File: config.mk
export PLATFORM = sky130hd
export DESIGN_NAME = regfile_arbiter
export DESIGN_NICKNAME = d
export VERILOG_FILES = /design/src/rtl/regfile_arbiter.sv
export SDC_FILE = /design/constraint.sdc
export NUM_CORES = 1
export LEC_CHECK = 0
export ABC_AREA = 1
export CAP_MARGIN = 20
export CORE_MARGIN = 10
export CORE_UTILIZATION = 40
export DETAILED_ROUTE_END_ITERATION = 8
export PLACE_DENSITY_LB_ADDON = 0.1
export SLEW_MARGIN = 30
export SYNTH_ARGS = -nofsm -noshare
export SYNTH_HDL_FRONTEND = slang
export SYNTH_SLANG_ARGS = --single-unit
File: constraint.sdc
create_clock -name clk -period 1.8 [get_ports clk]
set_input_delay 0.45 -clock clk [delete_from_list [all_inputs] [get_ports clk]]
set_output_delay 0.45 -clock clk [all_outputs]
set_load 0.005 [all_outputs]
File: src/rtl/regfile_arbiter.sv
// Round-robin two-requester arbiter/sequencer in front of the configuration register file.
// Optional build macro REGFILE_ARB_LOCK_EN adds cfg_lock, a write-protect for requester 0.
module regfile_arbiter #(
  parameter int NUMREGS = 6
) (
  input  logic       clk,
  input  logic       reset_n,
  input  logic [1:0] req_valid,
  input  logic [1:0] req_write,
  input  logic [7:0] req_addr  [0:1],
  input  logic [7:0] req_wdata [0:1],
  output logic [1:0] req_ready,
  output logic [1:0] rsp_valid,
  output logic [7:0] rsp_rdata,
  output logic       rsp_err,
  output logic       rf_write,
  output logic [7:0] rf_write_addr,
  output logic [7:0] rf_write_data,
  output logic       rf_read,
  output logic [7:0] rf_read_addr,
  input  logic [7:0] rf_read_data
`ifdef REGFILE_ARB_LOCK_EN
  ,
  input  logic       cfg_lock
`endif
);

  // Handshake: a requester holds req_valid and its fields stable until it sees
  // req_ready (a one-cycle grant pulse); rsp_valid is a pulse with no backpressure.

  typedef enum logic [1:0] {
    S_IDLE   = 2'd0,
    S_ISSUE  = 2'd1,
    S_RDWAIT = 2'd2,
    S_RESP   = 2'd3
  } state_t;

  localparam logic [8:0] ADDR_LIM = 9'(NUMREGS);

  state_t     state_q;
  state_t     state_d;
  logic       ptr_q;
  logic       cap_write;
  logic [7:0] cap_addr;
  logic [7:0] cap_wdata;
  logic       cap_id;
  logic       cap_err;
  logic [7:0] rdata_q;

  logic       grant_id;
  logic       grant_fire;
  logic       in_range;
  logic       lock_hit;

  // Preferred requester wins a tie; a lone requester always wins.
  always_comb begin
    if (req_valid == 2'b11) begin
      grant_id = ptr_q;
    end else begin
      grant_id = ~req_valid[0];
    end
    grant_fire = reset_n && (state_q == S_IDLE) && (|req_valid);
    in_range   = {1'b0, req_addr[grant_id]} < ADDR_LIM;
`ifdef REGFILE_ARB_LOCK_EN
    lock_hit   = (grant_id == 1'b0) && req_write[0] && cfg_lock;
`else
    lock_hit   = 1'b0;
`endif
  end

  always_ff @(posedge clk or negedge reset_n) begin
    if (!reset_n) begin
      state_q <= S_IDLE;
    end else begin
      state_q <= state_d;
    end
  end

  always_ff @(posedge clk or negedge reset_n) begin
    if (!reset_n) begin
      ptr_q     <= 1'b0;
      cap_write <= 1'b0;
      cap_addr  <= 8'd0;
      cap_wdata <= 8'd0;
      cap_id    <= 1'b0;
      cap_err   <= 1'b0;
      rdata_q   <= 8'd0;
    end else begin
      if (grant_fire) begin
        cap_write <= req_write[grant_id];
        cap_addr  <= req_addr[grant_id];
        cap_wdata <= req_wdata[grant_id];
        cap_id    <= grant_id;
        cap_err   <= !in_range || lock_hit;
        ptr_q     <= ~grant_id;
      end
      if (state_q == S_RDWAIT) begin
        rdata_q <= rf_read_data;
      end
    end
  end

  always_comb begin
    state_d = state_q;
    case (state_q)
      S_IDLE:   if (grant_fire) state_d = S_ISSUE;
      S_ISSUE:  state_d = (!cap_err && !cap_write) ? S_RDWAIT : S_RESP;
      S_RDWAIT: state_d = S_RESP;
      S_RESP:   state_d = S_IDLE;
      default:  state_d = S_IDLE;
    endcase
  end

  // Strobes and response are decoded only from state and captured registers.
  always_comb begin
    req_ready     = 2'b00;
    rsp_valid     = 2'b00;
    rsp_rdata     = 8'd0;
    rsp_err       = 1'b0;
    rf_write      = 1'b0;
    rf_write_addr = 8'd0;
    rf_write_data = 8'd0;
    rf_read       = 1'b0;
    rf_read_addr  = 8'd0;
    case (state_q)
      S_IDLE: begin
        if (grant_fire) req_ready[grant_id] = 1'b1;
      end
      S_ISSUE: begin
        if (!cap_err) begin
          if (cap_write) begin
            rf_write      = 1'b1;
            rf_write_addr = cap_addr;
            rf_write_data = cap_wdata;
          end else begin
            rf_read      = 1'b1;
            rf_read_addr = cap_addr;
          end
        end
      end
      S_RESP: begin
        rsp_valid[cap_id] = 1'b1;
        rsp_err           = cap_err;
        if (!cap_err && !cap_write) rsp_rdata = rdata_q;
      end
      default: ;
    endcase
  end

endmodule

* Word-level counts from Yosys, hierarchy flattened *
Cells that the tools add are included.

cells by class
  bitwise gates (word level) = 3
  reductions and logical operators = 10
  mux-type cells = 37
  equal/unequal tests = 5
  $lt $le $gt $ge = 6

operator list
  cell                count
  $mux 8              17
  $mux 1              13
  $lt 8x3->1 const B  1
  $mux 2              4
  $pmux 2 s4          1
  $eq 2x2->1 const B  3
  $logic_and 1x1->1   5
  $lt 1x2->1 const B  2
  $logic_not 1->1     3
  $demux 1 s1         2
  $eq 2x1->1 const B  1
  $ge 1x1->1 const B  2
  $ge 2x2->1 const B  1
  $logic_not 2->1     1
  $ne 2x2->1 const B  1
  $not 1->1           2
  $not 1->2           1
  $reduce_or 2->1     1

word-level totals
  output and inout bits = 39
  bits of input ports = 46
  logic and storage cells = 69
  flip-flop bits (word level) = 30

* Depth between registers and ports, before layout *
  depth after elaboration = 8
  gate-level depth with buffers = 9
  depth with buffers taken out = 9

* Least setup slack after synthesis *
OpenSTA, ideal clock, no wires.

  path kind = reg2out
  start point = register state_q[1]
  end point = output rf_write_addr[0]
  path buffers = 1
  data arrival time = 1.247 ns
  data required time = 1.350 ns
  path slack = 0.103 ns
  cell stages (with the launch flop) = 8
  path through = dfrtp_1 inv_1 ha_1 inv_1 nor3_2 inv_2 buf_2 nor2_1

on the way
  cells in the longest elaborated chain, start to end = 2

ends and longest elaborated chain
  item                      line  text
  start: declaration        40    state_t state_q;
  start signal: assignment  75    state_q <= state_d;
  $eq 2x1->1                125   case (state_q)
  $mux 8                    125
  end: declaration          17    output logic [7:0] rf_write_addr,

No other way between the ends.

* Worst setup path after layout *
  start point = register state_q[1]
  end point = output rf_write_addr[3]

Same word-level chain as after synthesis.

==> flow_summary.toml <==
[clock_tree]
cts_buffers = 5
path_clk_slew_ps = 70
clk_path_buf_depth = 2
cts.sink_count = 30
cts.htree.levels = 2
cts_root_buf = "clkbuf_8"
clock_latency_ps = 280
cts_tree = "built"

[pwr]
swShare_pct = 38.4
p_int_mw = 2.15
clkPwrFrac_pct = 16.3
p_leak_nw = 1.56
ir_drop_uv = 946
comb_power_share_pct = 51.1
power_frac_seq_pct = 32.5
power_density_mw_per_mm2 = 1140
switchingPower_mw = 1.34

[setup_path]
r2r_end = "cap_err"
slowest_delay_ps = 390
critPathLaunchType = "flop"
ff2ff_setup_slack_ps = 50
reg2regPathDepth = 13
cp.arrival_ps = 1740
path_max_fanout = 5
r2r_start = "state_q[0]"
cpMostUsedCell = "inv_2"
critPathBufInv = 6
endpoint = "rf_write_addr[3]"
worstPathCellList = "inv_2 -> ha_4 -> inv_2 -> nor3_4 -> buf_6 -> clkinvlp_4 -> buf_4 -> nor2_1 -> buf_2"
slowest_stage = "dfrtp_1"
crit_family = "buffers and inverters"
critical_path_required_ps = 1350
crit_path_end_kind = "output port"
crit_type = "reg2out"
cp.depth = 9
setup.worst_path.start = "state_q[1]"

[sta]
period_needed_ps = 2190
worst_slack_ps = -392
drv_slew = 0
holdWs_ps = 528
setup_viol = 37
min_period_over_period_pct = 122
fmax_ghz = 0.456
fin_worst_skew_ps = 3.83
worst_slew_pin_slew_ps = 485
hold_violations = 0
relSlewSlack_pct = 67.7
rsz0062_at_grt = "true"

[die]
io_pins = 85
core_mm2 = 0.00406
die_h_um = 85.1
dieWidth_um = 85.1
initial_utilization_pct = 41.8
die_area_mm2 = 0.00724
rows = 23

[place]
dp_hpwl_um = 4040
port_buffers = 84
place_congestion = 0.757
dp.cells = 379

[global_route]
grt_start_max_net_pins = 31
grt_usage_pct = 15.3
antenna_found_initial = 0
grt_pass1_vias = 1932
gr-total-overflow = 0
grt_pass1_wl_um = 9310

[synthesis]
syn_nets = 279
yosysSeqAreaShare_pct = 44.3
avgSynthCellArea_um2 = 7.44
synth_top_cell_area_share_pct = 44.3
netlist_instances = 228
ys_top_cells_by_area = "dfrtp_1 (44%), nand2_1 (14%), nor2_1 (9.3%)"
synth_area_mm2 = 0.00170
yosysTopAreaCell = "dfrtp_1"
synthArstFlopShare_pct = 100
ys_seq_elements = 30
yosysWarnings = 0
synth_edf_count = 0
synth_cell_type_count = 20
yosysMostFrequentCell = "nand2_1"
synthTopCellsByCount = "nand2_1 (62), nor2_1 (42), inv_1 (34), dfrtp_1 (30), o21ai_0 (17)"
ys.flop_type = "dfrtp_1"

[detailed_routing]
postRouteAntennaNets = 0
drt_first_pass_iters = 5
viasPerCell = 4.66
drc_errors = 0
avgRoutedWirePerCell_um = 14.2
wl_um = 5840
num_vias = 1916
drtIter0Drc = 78

[layout]
areaGrowthSynthToFinish_pct = 81.0
drive_gt1_share_pct = 38.2
nets = 411
antenna_cells = 0
fin_cells = 411

[flow_run]
maxCapViolations = 0

[run_status]
run_status = "finished, violations left"
violations = "negative setup slack"

[worst_hold_path]
hold_class = "reg2reg"
how the worst min path moves through the flow:
stage	start	endpoint	slack, ps	cells past startpoint
3_3_place_gp	rdata_q[5]	rdata_q[5]	510	2
2_1_floorplan	reset_n	cap_addr[0]	150	0
4_1_cts	rdata_q[5]	rdata_q[5]	530	2
5_1_grt	rdata_q[2]	rdata_q[2]	550	2
6_report	rdata_q[2]	rdata_q[2]	530	2
3_5_place_dp	rdata_q[5]	rdata_q[5]	510	2
sequential cells by signal, indices dropped and copies added (netlist names):
name	count
cap_addr	8
cap_wdata	8
rdata_q	8
state_q	2
cap_err	1
cap_id	1
cap_write	1
ptr_q	1
worst reg2reg max path, cell delays in order, from the launching register on:
cell,delay (ps)
dfrtp_2,430
buf_4,150
buf_6,110
inv_4,50
ha_4,150
nand2_4,70
nor2_8,120
buf_6,120
buf_12,110
inv_2,50
nor2_4,120
nand2_2,60
nor2_2,70
nor2_1,50
cell families after synthesis:
group | Yosys count | synth area share [%]
AND/OR/NAND/NOR | 119 | 30.0
buffers and inverters | 46 | 11.7
flip-flops | 30 | 44.3
AO/OA/AOI/OAI | 28 | 10.3
adder cells (fa/ha/maj) | 5 | 3.69
layer usage:
metal	wire, um	track usage, %
met5	0	0
met1	2400	18.3
met2	2920	25.7
met4	130	5.69
met3	389	4.11
cell type report:
cell class / instances / area (um2)
Sequential cell: 30 / 753
Timing Repair inverter: 1 / 7.51
Clock inverter: 2 / 12.5
Inverter: 39 / 156
Clock buffer: 6 / 82.6
Fill cell: 322 / 988
Timing Repair Buffer: 131 / 1090
Multi-Input combinational cell: 152 / 907
Tap cell: 50 / 62.6
placed cells by master, fill, tap and decap left out, types with 3 or more instances in the layout:
cell / netlist / routed
buf_4: 0 / 34
nand2_1: 62 / 58
inv_2: 5 / 5
nor2_2: 1 / 11
ha_4: 0 / 3
clkdlybuf4s50_1: 0 / 43
o21ai_0: 17 / 17
clkbuf_2: 0 / 9
nand3_1: 7 / 7
inv_1: 34 / 31
buf_2: 3 / 26
nand2_4: 2 / 4
clkbuf_8: 0 / 6
dfrtp_1: 30 / 28
nor2_1: 42 / 26
o211ai_1: 8 / 8
nor2_4: 1 / 7
buf_6: 3 / 15
what timing repair did:
action	in CTS	in global routing
setup buffers	18	9
endpoints found under the setup margin	39	46
resized for setup	168	50
hold buffers	0	0
pin swaps	9	5
gates cloned	1	0
stage by stage:
step	utilization, %	worst slack [ps]	power [mW]	setup TNS (ps)	instance area, um2
6_report	75.6	-392	3.49	-6190	3070
5_1_grt	75.6	-478	3.76	-8910	3070
4_1_cts	73.8	-395	3.37	-6700	2990
3_5_place_dp	67.2	-531	2.48	-10520	2730
3_3_place_gp	67.2	-507	2.43	-9940	2730
2_1_floorplan	-	103	1.88	0	1700
power by group through the flow:
stage	Sequential (mW)	Combinational (mW)	Clock [mW]
after floorplan	1.10	0.778	0
after global placement	1.12	1.31	0
after detailed placement	1.12	1.35	0
after CTS	1.13	1.67	0.574
after global routing	1.17	1.98	0.617
final	1.13	1.78	0.569
No activity file was read; power rests on OpenSTA's default activity.
